===== config.mk =====
export PLATFORM = sky130hd
export DESIGN_NAME = fir_decim_fifo_flat
export DESIGN_NICKNAME = d
export VERILOG_FILES = /design/src/rtl/fir_decim_fifo_if.sv /design/src/rtl/fir_decim_fifo.sv /design/src/flat_wrapper.sv
export SDC_FILE = /design/constraint.sdc
export NUM_CORES = 1
export LEC_CHECK = 0
export CORE_MARGIN = 4
export CORE_UTILIZATION = 50
export CTS_CLUSTER_DIAMETER = 120
export DETAILED_ROUTE_END_ITERATION = 6
export GPL_TIMING_DRIVEN = 0
export HOLD_SLACK_MARGIN = 0.12
export PLACE_DENSITY = 0.77
export SLEW_MARGIN = 20
export SYNTH_ARGS = -nofsm -noshare
export SYNTH_HDL_FRONTEND = slang
export SYNTH_SLANG_ARGS = --single-unit

===== constraint.sdc =====
create_clock -name clk -period 5.55 [get_ports clk]
set_clock_uncertainty 0.05 [all_clocks]
set_input_delay 0.555 -clock clk [delete_from_list [all_inputs] [get_ports clk]]
set_output_delay 0.555 -clock clk [all_outputs]
set_load 0.01 [all_outputs]

===== src/rtl/fir_decim_fifo_if.sv =====
`default_nettype none
// +--------------------------------------------------------------------------+
// | fir_decim_fifo_if : sample input and drained-output handshake bundle     |
// | Revision: 1.0                                                            |
// +--------------------------------------------------------------------------+
interface fir_decim_fifo_if #(
  parameter int DEPTH = 8
);
  localparam int c_LW = $clog2(DEPTH) + 1;

  logic signed [15:0] din;
  logic signed [15:0] out_data;
  logic               out_valid;
  logic               out_ready;
  logic [c_LW-1:0]    level;
  logic               overflow;

  modport master (
    output din, out_ready,
    input  out_data, out_valid, level, overflow
  );

  modport slave (
    input  din, out_ready,
    output out_data, out_valid, level, overflow
  );
endinterface
`default_nettype wire


===== src/rtl/fir_decim_fifo.sv =====
`default_nettype none
// +--------------------------------------------------------------------------+
// | fir_decim_fifo : drops FIR warm-up output, decimates by DECIM (pick or   |
// | average when FIR_DECIM_AVG_EN is defined) and buffers kept samples.      |
// | Revision: 1.0                                                            |
// +--------------------------------------------------------------------------+
module fir_decim_fifo #(
  parameter int DECIM  = 4,
  parameter int WARMUP = 13,
  parameter int DEPTH  = 8
) (
  input wire             clk,
  input wire             rst,
  fir_decim_fifo_if.slave bus
);
  localparam int c_PW   = $clog2(DECIM);
  localparam int c_AW   = $clog2(DEPTH);
  localparam int c_LW   = c_AW + 1;
  localparam int c_CW   = $clog2(WARMUP + 1);
`ifdef FIR_DECIM_AVG_EN
  localparam int c_ACCW = 16 + c_PW;
  localparam logic [c_PW-1:0] c_KEEP_PHASE = c_PW'(DECIM - 1);
`else
  localparam logic [c_PW-1:0] c_KEEP_PHASE = '0;
`endif

  typedef enum logic [0:0] {
    ST_WARM = 1'b0,
    ST_RUN  = 1'b1
  } state_t;

  state_t             r_state;
  state_t             w_state_nxt;
  logic [c_CW-1:0]    r_warm_cnt;
  logic [c_CW-1:0]    w_warm_cnt_nxt;
  logic [c_PW-1:0]    r_phase;
  logic               w_keep;
  logic signed [15:0] w_kept_data;
  logic signed [15:0] r_kept_data;
  logic               r_kept_vld;

  logic signed [15:0] r_mem [DEPTH];
  logic [c_AW-1:0]    r_wr_ptr;
  logic [c_AW-1:0]    r_rd_ptr;
  logic [c_LW-1:0]    r_level;
  logic               r_overflow;
  logic               w_full;
  logic               w_empty;
  logic               w_push;
  logic               w_pop;

  always_ff @(posedge clk) begin
    if (rst) begin
      r_state    <= ST_WARM;
      r_warm_cnt <= '0;
    end else begin
      r_state    <= w_state_nxt;
      r_warm_cnt <= w_warm_cnt_nxt;
    end
  end

  always_comb begin
    w_state_nxt    = r_state;
    w_warm_cnt_nxt = r_warm_cnt;
    w_keep         = 1'b0;
    case (r_state)
      ST_WARM: begin
        w_warm_cnt_nxt = r_warm_cnt + 1'b1;
        if (r_warm_cnt == c_CW'(WARMUP - 1)) begin
          w_state_nxt = ST_RUN;
        end
      end
      ST_RUN: begin
        w_keep = (r_phase == c_KEEP_PHASE);
      end
      default: w_state_nxt = ST_WARM;
    endcase
  end

  // Phase sits at zero throughout WARM, so RUN always starts on phase 0.
  always_ff @(posedge clk) begin
    if (rst) begin
      r_phase <= '0;
    end else if (r_state == ST_RUN) begin
      r_phase <= r_phase + 1'b1;
    end
  end

`ifdef FIR_DECIM_AVG_EN
  logic signed [c_ACCW-1:0] r_acc;
  logic signed [c_ACCW-1:0] w_din_ext;
  logic signed [c_ACCW-1:0] w_sum;

  always_comb begin
    w_din_ext   = {{c_PW{bus.din[15]}}, bus.din};
    w_sum       = r_acc + w_din_ext;
    w_kept_data = 16'(w_sum >>> c_PW);
  end

  always_ff @(posedge clk) begin
    if (rst) begin
      r_acc <= '0;
    end else if (r_state == ST_RUN) begin
      r_acc <= (r_phase == '0) ? w_din_ext : w_sum;
    end
  end
`else
  always_comb begin
    w_kept_data = bus.din;
  end
`endif

  always_ff @(posedge clk) begin
    if (rst) begin
      r_kept_vld  <= 1'b0;
      r_kept_data <= '0;
    end else begin
      r_kept_vld  <= w_keep;
      r_kept_data <= w_kept_data;
    end
  end

  // A pop on a full FIFO frees the slot the incoming push needs.
  always_comb begin
    w_full  = (r_level == c_LW'(DEPTH));
    w_empty = (r_level == '0);
    w_pop   = !w_empty && bus.out_ready;
    w_push  = r_kept_vld && (!w_full || w_pop);
  end

  always_ff @(posedge clk) begin
    if (w_push) begin
      r_mem[r_wr_ptr] <= r_kept_data;
    end
  end

  always_ff @(posedge clk) begin
    if (rst) begin
      r_wr_ptr   <= '0;
      r_rd_ptr   <= '0;
      r_level    <= '0;
      r_overflow <= 1'b0;
    end else begin
      if (w_push) begin
        r_wr_ptr <= r_wr_ptr + 1'b1;
      end
      if (w_pop) begin
        r_rd_ptr <= r_rd_ptr + 1'b1;
      end
      case ({w_push, w_pop})
        2'b10:   r_level <= r_level + 1'b1;
        2'b01:   r_level <= r_level - 1'b1;
        default: r_level <= r_level;
      endcase
      if (r_kept_vld && w_full && !w_pop) begin
        r_overflow <= 1'b1;
      end
    end
  end

  assign bus.out_valid = !w_empty;
  assign bus.out_data  = w_empty ? 16'sd0 : r_mem[r_rd_ptr];
  assign bus.level     = r_level;
  assign bus.overflow  = r_overflow;

endmodule
`default_nettype wire


===== src/flat_wrapper.sv =====
// flat-port wrapper written by rule: the top's interface ports become plain ports
module fir_decim_fifo_flat 
#(
  parameter int DECIM  = 4,
  parameter int WARMUP = 13,
  parameter int DEPTH  = 8
)
  (clk, rst, bus_din, bus_out_ready, bus_out_data, bus_out_valid, bus_level, bus_overflow);
  fir_decim_fifo_if #(.DEPTH(DEPTH)) bus_i ();
  input wire clk;
  input wire rst;
  input wire logic [$bits(bus_i.din)-1:0] bus_din;
  input wire logic [$bits(bus_i.out_ready)-1:0] bus_out_ready;
  output wire logic [$bits(bus_i.out_data)-1:0] bus_out_data;
  output wire logic [$bits(bus_i.out_valid)-1:0] bus_out_valid;
  output wire logic [$bits(bus_i.level)-1:0] bus_level;
  output wire logic [$bits(bus_i.overflow)-1:0] bus_overflow;
  assign bus_i.din = bus_din;
  assign bus_i.out_ready = bus_out_ready;
  assign bus_out_data = bus_i.out_data;
  assign bus_out_valid = bus_i.out_valid;
  assign bus_level = bus_i.level;
  assign bus_overflow = bus_i.overflow;
  fir_decim_fifo #(.DECIM(DECIM), .WARMUP(WARMUP), .DEPTH(DEPTH)) u_core (.clk(clk), .rst(rst), .bus(bus_i));
endmodule

; Yosys cells after proc, flatten, opt, wreduce, memory -nomap -nowiden
; Memory sizes are Yosys's and may differ from the RTL's. A register that Yosys moved wholly into a read port is not among the register bits.
; Index checks and enable logic that the tools add are counted.
[classes]
eq_ne = 4
reduce_logical = 12
mux = 8
n_addsub = 6
bitwise_logic = 1
[op_table]
columns = operator, count
row1 = 16-bit two-way mux, 1
row2 = 4-bit by 1-bit adder with 4-bit output (second input constant), 2
row3 = 4-bit equality test (second input constant), 2
row4 = 4-bit one-hot mux with 2 select lines, 1
row5 = 3-bit by 1-bit adder with 3-bit output (second input constant), 2
row6 = 3-bit two-way mux, 2
row7 = 1-bit logical AND, 4
row8 = 4-bit zero test, 1
row9 = 1-bit two-way mux, 4
row10 = 4-bit by 1-bit subtractor with 4-bit output (second input constant), 1
row11 = 1-bit zero test, 3
row12 = 2-bit by 1-bit adder with 2-bit output (second input constant), 1
row13 = 2-bit by 1-bit equality test with 1-bit output (second input constant), 1
row14 = 2-bit equality test (second input constant), 1
row15 = 2-bit zero test, 1
row16 = 2-bit nonzero test, 1
row17 = 2-bit OR reduction, 1
row18 = 1-bit logical OR, 1
row19 = 1-bit inverter, 1
[totals]
in_bits = 19
wordCells = 41
memories = 1
reg_bits = 35
ram_bits = 128
out_inout_bits = 22
[memory_table]
columns = name, words, width, read_ports, rd_clocked_by_memory_dff, wr, line
row1 = u_core.r_mem, 8, 16, 1, 1, 1, fir_decim_fifo.sv:42  ; logic signed [15:0] r_mem [DEPTH];

; Longest topological paths before layout
[depth]
word_depth = 7
depth_mapped = 13
mapped_depth_nobuf = 11

; Worst setup path after synthesis
; No wires, ideal clock.
[synth_path]
path_type = input -> register
startpoint = input port bus_out_ready
endpoint = memory u_core.r_mem[0][0], enable pin
path_stages = 3
path_buffers = 0
slack_ns = 2.643
t_arrival_ns = 2.427
cell_sequence = nand2b_1 -> o21ai_4 -> nor4_1
[synth_via]
elab_chain_len = 5
[synth_lines]
columns = item, line
row1 = from (decl), flat_wrapper.sv:13  ; input wire logic [$bits(bus_i.out_ready)-1:0] bus_out_ready;
row2 = 1-bit logical AND, fir_decim_fifo.sv:127  ; w_pop = !w_empty && bus.out_ready;
row3 = 1-bit logical OR, fir_decim_fifo.sv:128  ; w_push = r_kept_vld && (!w_full || w_pop);
row4 = 1-bit logical AND, fir_decim_fifo.sv:128
row5 = 1-bit two-way mux, fir_decim_fifo.sv:132  ; if (w_push) begin
row6 = 1-bit two-way mux (not written as such), fir_decim_fifo.sv:133  ; r_mem[r_wr_ptr] <= r_kept_data;
row7 = to (decl), fir_decim_fifo.sv:42
; No other way between the ends.

==> out/metrics.cfg <==
[job]
cap_violations = 0

[global_routing]
grt_pass1_wl_um = 18200
grt.overflow.total = 0
grt_pass1_vias = 3370
antenna_found_initial = 0
grt_max_degree = 17
grt.total_usage = 0.1698

[critical_path]
crit_buf_inv = 3
worstSetupPathType = reg -> out
arrival_ns = 2.85
crit_required_ns = 4.95
cp-start-kind = register
slowest_stage = mux4_2
cp-end-kind = primary output
crit_chain = clkbuf_1 -> buf_2 -> mux4_2 -> mux2i_1 -> nor2_1 -> clkdlybuf4s50_1
critPathTopFamily = buffers and inverters
critPathMaxFanout = 10
max_stage_delay_ns = 0.59

[layout]
post_route_cells_drive_above_1_share = 0.2171
final_common_cell = edfxtp_1
final_nets = 447
fillCellCount = 885
stdcell_area_sq_um = 7669
diodes = 0
final_cells = 601
seq_area_sq_um = 4604
post-route-util = 0.6280
multi_input_area_sq_um = 1652
syn_to_final_growth_pct = 21.13
layout_common_cells = edfxtp_1, clkdlybuf4s50_1, dfxtp_1, nor2_1, mux4_2

[floorplan]
chipWidth_um = 120.5
die_area_sq_um = 14530
die_y_um = 120.5
pin_count = 41
start_util = 0.5184
rows = 40
core_sq_um = 12210

[yosys]
synth_nets = 376
synth_compound_area_frac = 0.01186
yosysWarnings = 0
synth.distinct_cells = 36
synth_top_family_by_area = multiplexers
syn_area_sq_um = 6331
syn_avg_cell_area_sq_um = 18.14
netlist_instances = 349
muxShareOfSynthArea = 0.1488
synthXorXnorAreaFrac = 0.01640
synthAdderAreaFrac = 0.01581
seq_area_frac_synth = 0.7273
synth-simple-area-share = 0.06265
ys_seq_elements = 166

[power_and_ir_drop]
internal_power_mw = 2.030
p_total_mw = 2.525
powerDensity_nw_per_um2 = 329.3
combPwrFrac = 0.011
clock_power_share = 0.452
switching_share = 0.1962
seqPwrFrac = 0.538
leakage_nw = 2.529
irDropWorstVdd_mv = 0.2030
power.switching_mw = 0.4956

[place]
dp_hpwl_um = 7667
port_buffers = 39
place_inst = 569
pre_cts_ws_ns = 2.459
dpl_cell_area_sq_um = 7088
gp_congestion = 0.7366

[timing]
fmax_mhz = 289.5
report.final.setup_viol = 0
rsz0062_at_grt = false
slew_headroom = 0.4903
holdWs_ns = 0.4586
slew_violations = 0
hold_viol = 0
finalCritPeriodShare = 0.6223
worstMarginPinSlew_ns = 0.7582
fin_ws_ns = 2.096
final.min_clock_period_ns = 3.454
setup_tns_ns = 0

[clock_tree]
cts_sinks = 166
root_buffer = clkbuf_16
htree_levels = 4
cts_buffer_depth = 2
cts_resized = 0
clk_latency_ns = 0.42
cts_tree = built
cts_made_buffers = 17
clk_pin_slew_ns = 0.06
hold_buffers = 0
cts_setup_buffers = 0

[drt]
routed_wl_um = 11420
first_pass_iters = 4
ant_nets = 0
num_vias = 3164
route.detailed.drc = 0
drtIter0Drc = 227
vias_per_cell = 5.265
post_drt_wl_per_cell_um = 19.00

[hold_path]
hold_path_class = reg -> reg

[run_status]
run_status = completed

path summary, 6_finish.rpt:
kind | endpoint | depth (start not counted) | startpoint | slack, ns
max | bus_out_data[12] | 6 | register | 2.10
min | u_core.r_phase[1]$_SDFFE_PP0P_ | 2 | u_core.r_phase[1]$_SDFFE_PP0P_ | 0.46
max reg2reg | u_core.bus.level[3]$_SDFFE_PP0P_ | 12 | u_core.bus.level[1]$_SDFFE_PP0P_ | 2.65
min reg2reg | u_core.r_phase[1]$_SDFFE_PP0P_ | 2 | u_core.r_phase[1]$_SDFFE_PP0P_ | 0.46
cells in the mapped netlist (all sizes together):
library cell	instances	share of area
nand2b	3	0.0030
a21oi	3	0.0024
nor2b	19	0.019
dfxtp	38	0.12
mux4	32	0.11
o21ai	4	0.0049
o211ai	2	0.0024
nand3	1	0.00079
buf	10	0.0091
and2	1	0.0014
clkbuf	8	0.0047
inv	5	0.0034
nor4	1	0.00099
xnor2	3	0.0053
a31oi	1	0.00099
o31ai	1	0.0012
edfxtp	128	0.61
nor4bb	1	0.0016
and3b	1	0.0014
xor2	8	0.011
ha	8	0.016
nor4b	1	0.0014
mux2i	21	0.033
nor2	39	0.026
mux2	1	0.0018
nor3	4	0.0032
nand2	2	0.0012
nand4b	1	0.0014
or3	2	0.0020
per-layer routing:
layer	up-vias	share of wire	GRT usage
li1	1478	-	-
met1	1587	0.40	0.2117
met2	84	0.53	0.2878
met3	15	0.050	0.04350
met4	0	0.014	0.06303
met5	-	0	0
worst register-to-register path, stage by stage, from the launching register on:
cell and delay [ns]:
dfxtp_1 0.38, or3_1 0.38, buf_6 0.15, nor2_8 0.18, inv_4 0.05, and2_4 0.15
buf_6 0.12, ha_1 0.28, clkbuf_1 0.19, nor4b_1 0.34, o21ai_1 0.10, o31ai_1 0.08
mux2_1 0.34
cells by family after synthesis:
kind of cell | Yosys count
buffers and inverters | 23
adders and majority gates | 8
xor gates and xnor gates | 11
DFF | 166
muxes | 54
AOI/OAI and AO/OA | 11
and+or+nand+nor | 76
sequential cells by signal, summed over array words and instances (netlist names), named ones only:
| name | cells |
|---|---|
| u_core.r_state | 1 |
| u_core.r_kept_vld | 1 |
| u_core.r_wr_ptr | 3 |
| u_core.r_rd_ptr | 3 |
| u_core.r_kept_data | 16 |
| u_core.bus.overflow | 1 |
| u_core.r_phase | 2 |
| u_core.bus.level | 4 |
| u_core.r_warm_cnt | 4 |
| u_core.r_mem | 128 |
area by class of cell:
cell class              count  area share
flip-flops and latches    166      0.6004
multi-input cells         160      0.2154
repair buffers             52     0.06690
clock buffers              19     0.05645
well taps                 168     0.02741
clock inverters            13     0.01925
plain buffers              18     0.01142
inverters                   5    0.002774
power by group through the flow:
stage          clock network, mW  logic [mW]  registers, mW
6_report                    1.14      0.0276           1.36
5_1_grt                     1.21      0.0308           1.36
4_1_cts                     1.16      0.0281           1.36
2_1_floorplan                  0      0.0120           1.38
3_3_place_gp                   0      0.0270           1.38
3_5_place_dp                   0      0.0280           1.38
Power figures use the tool's default switching activity.
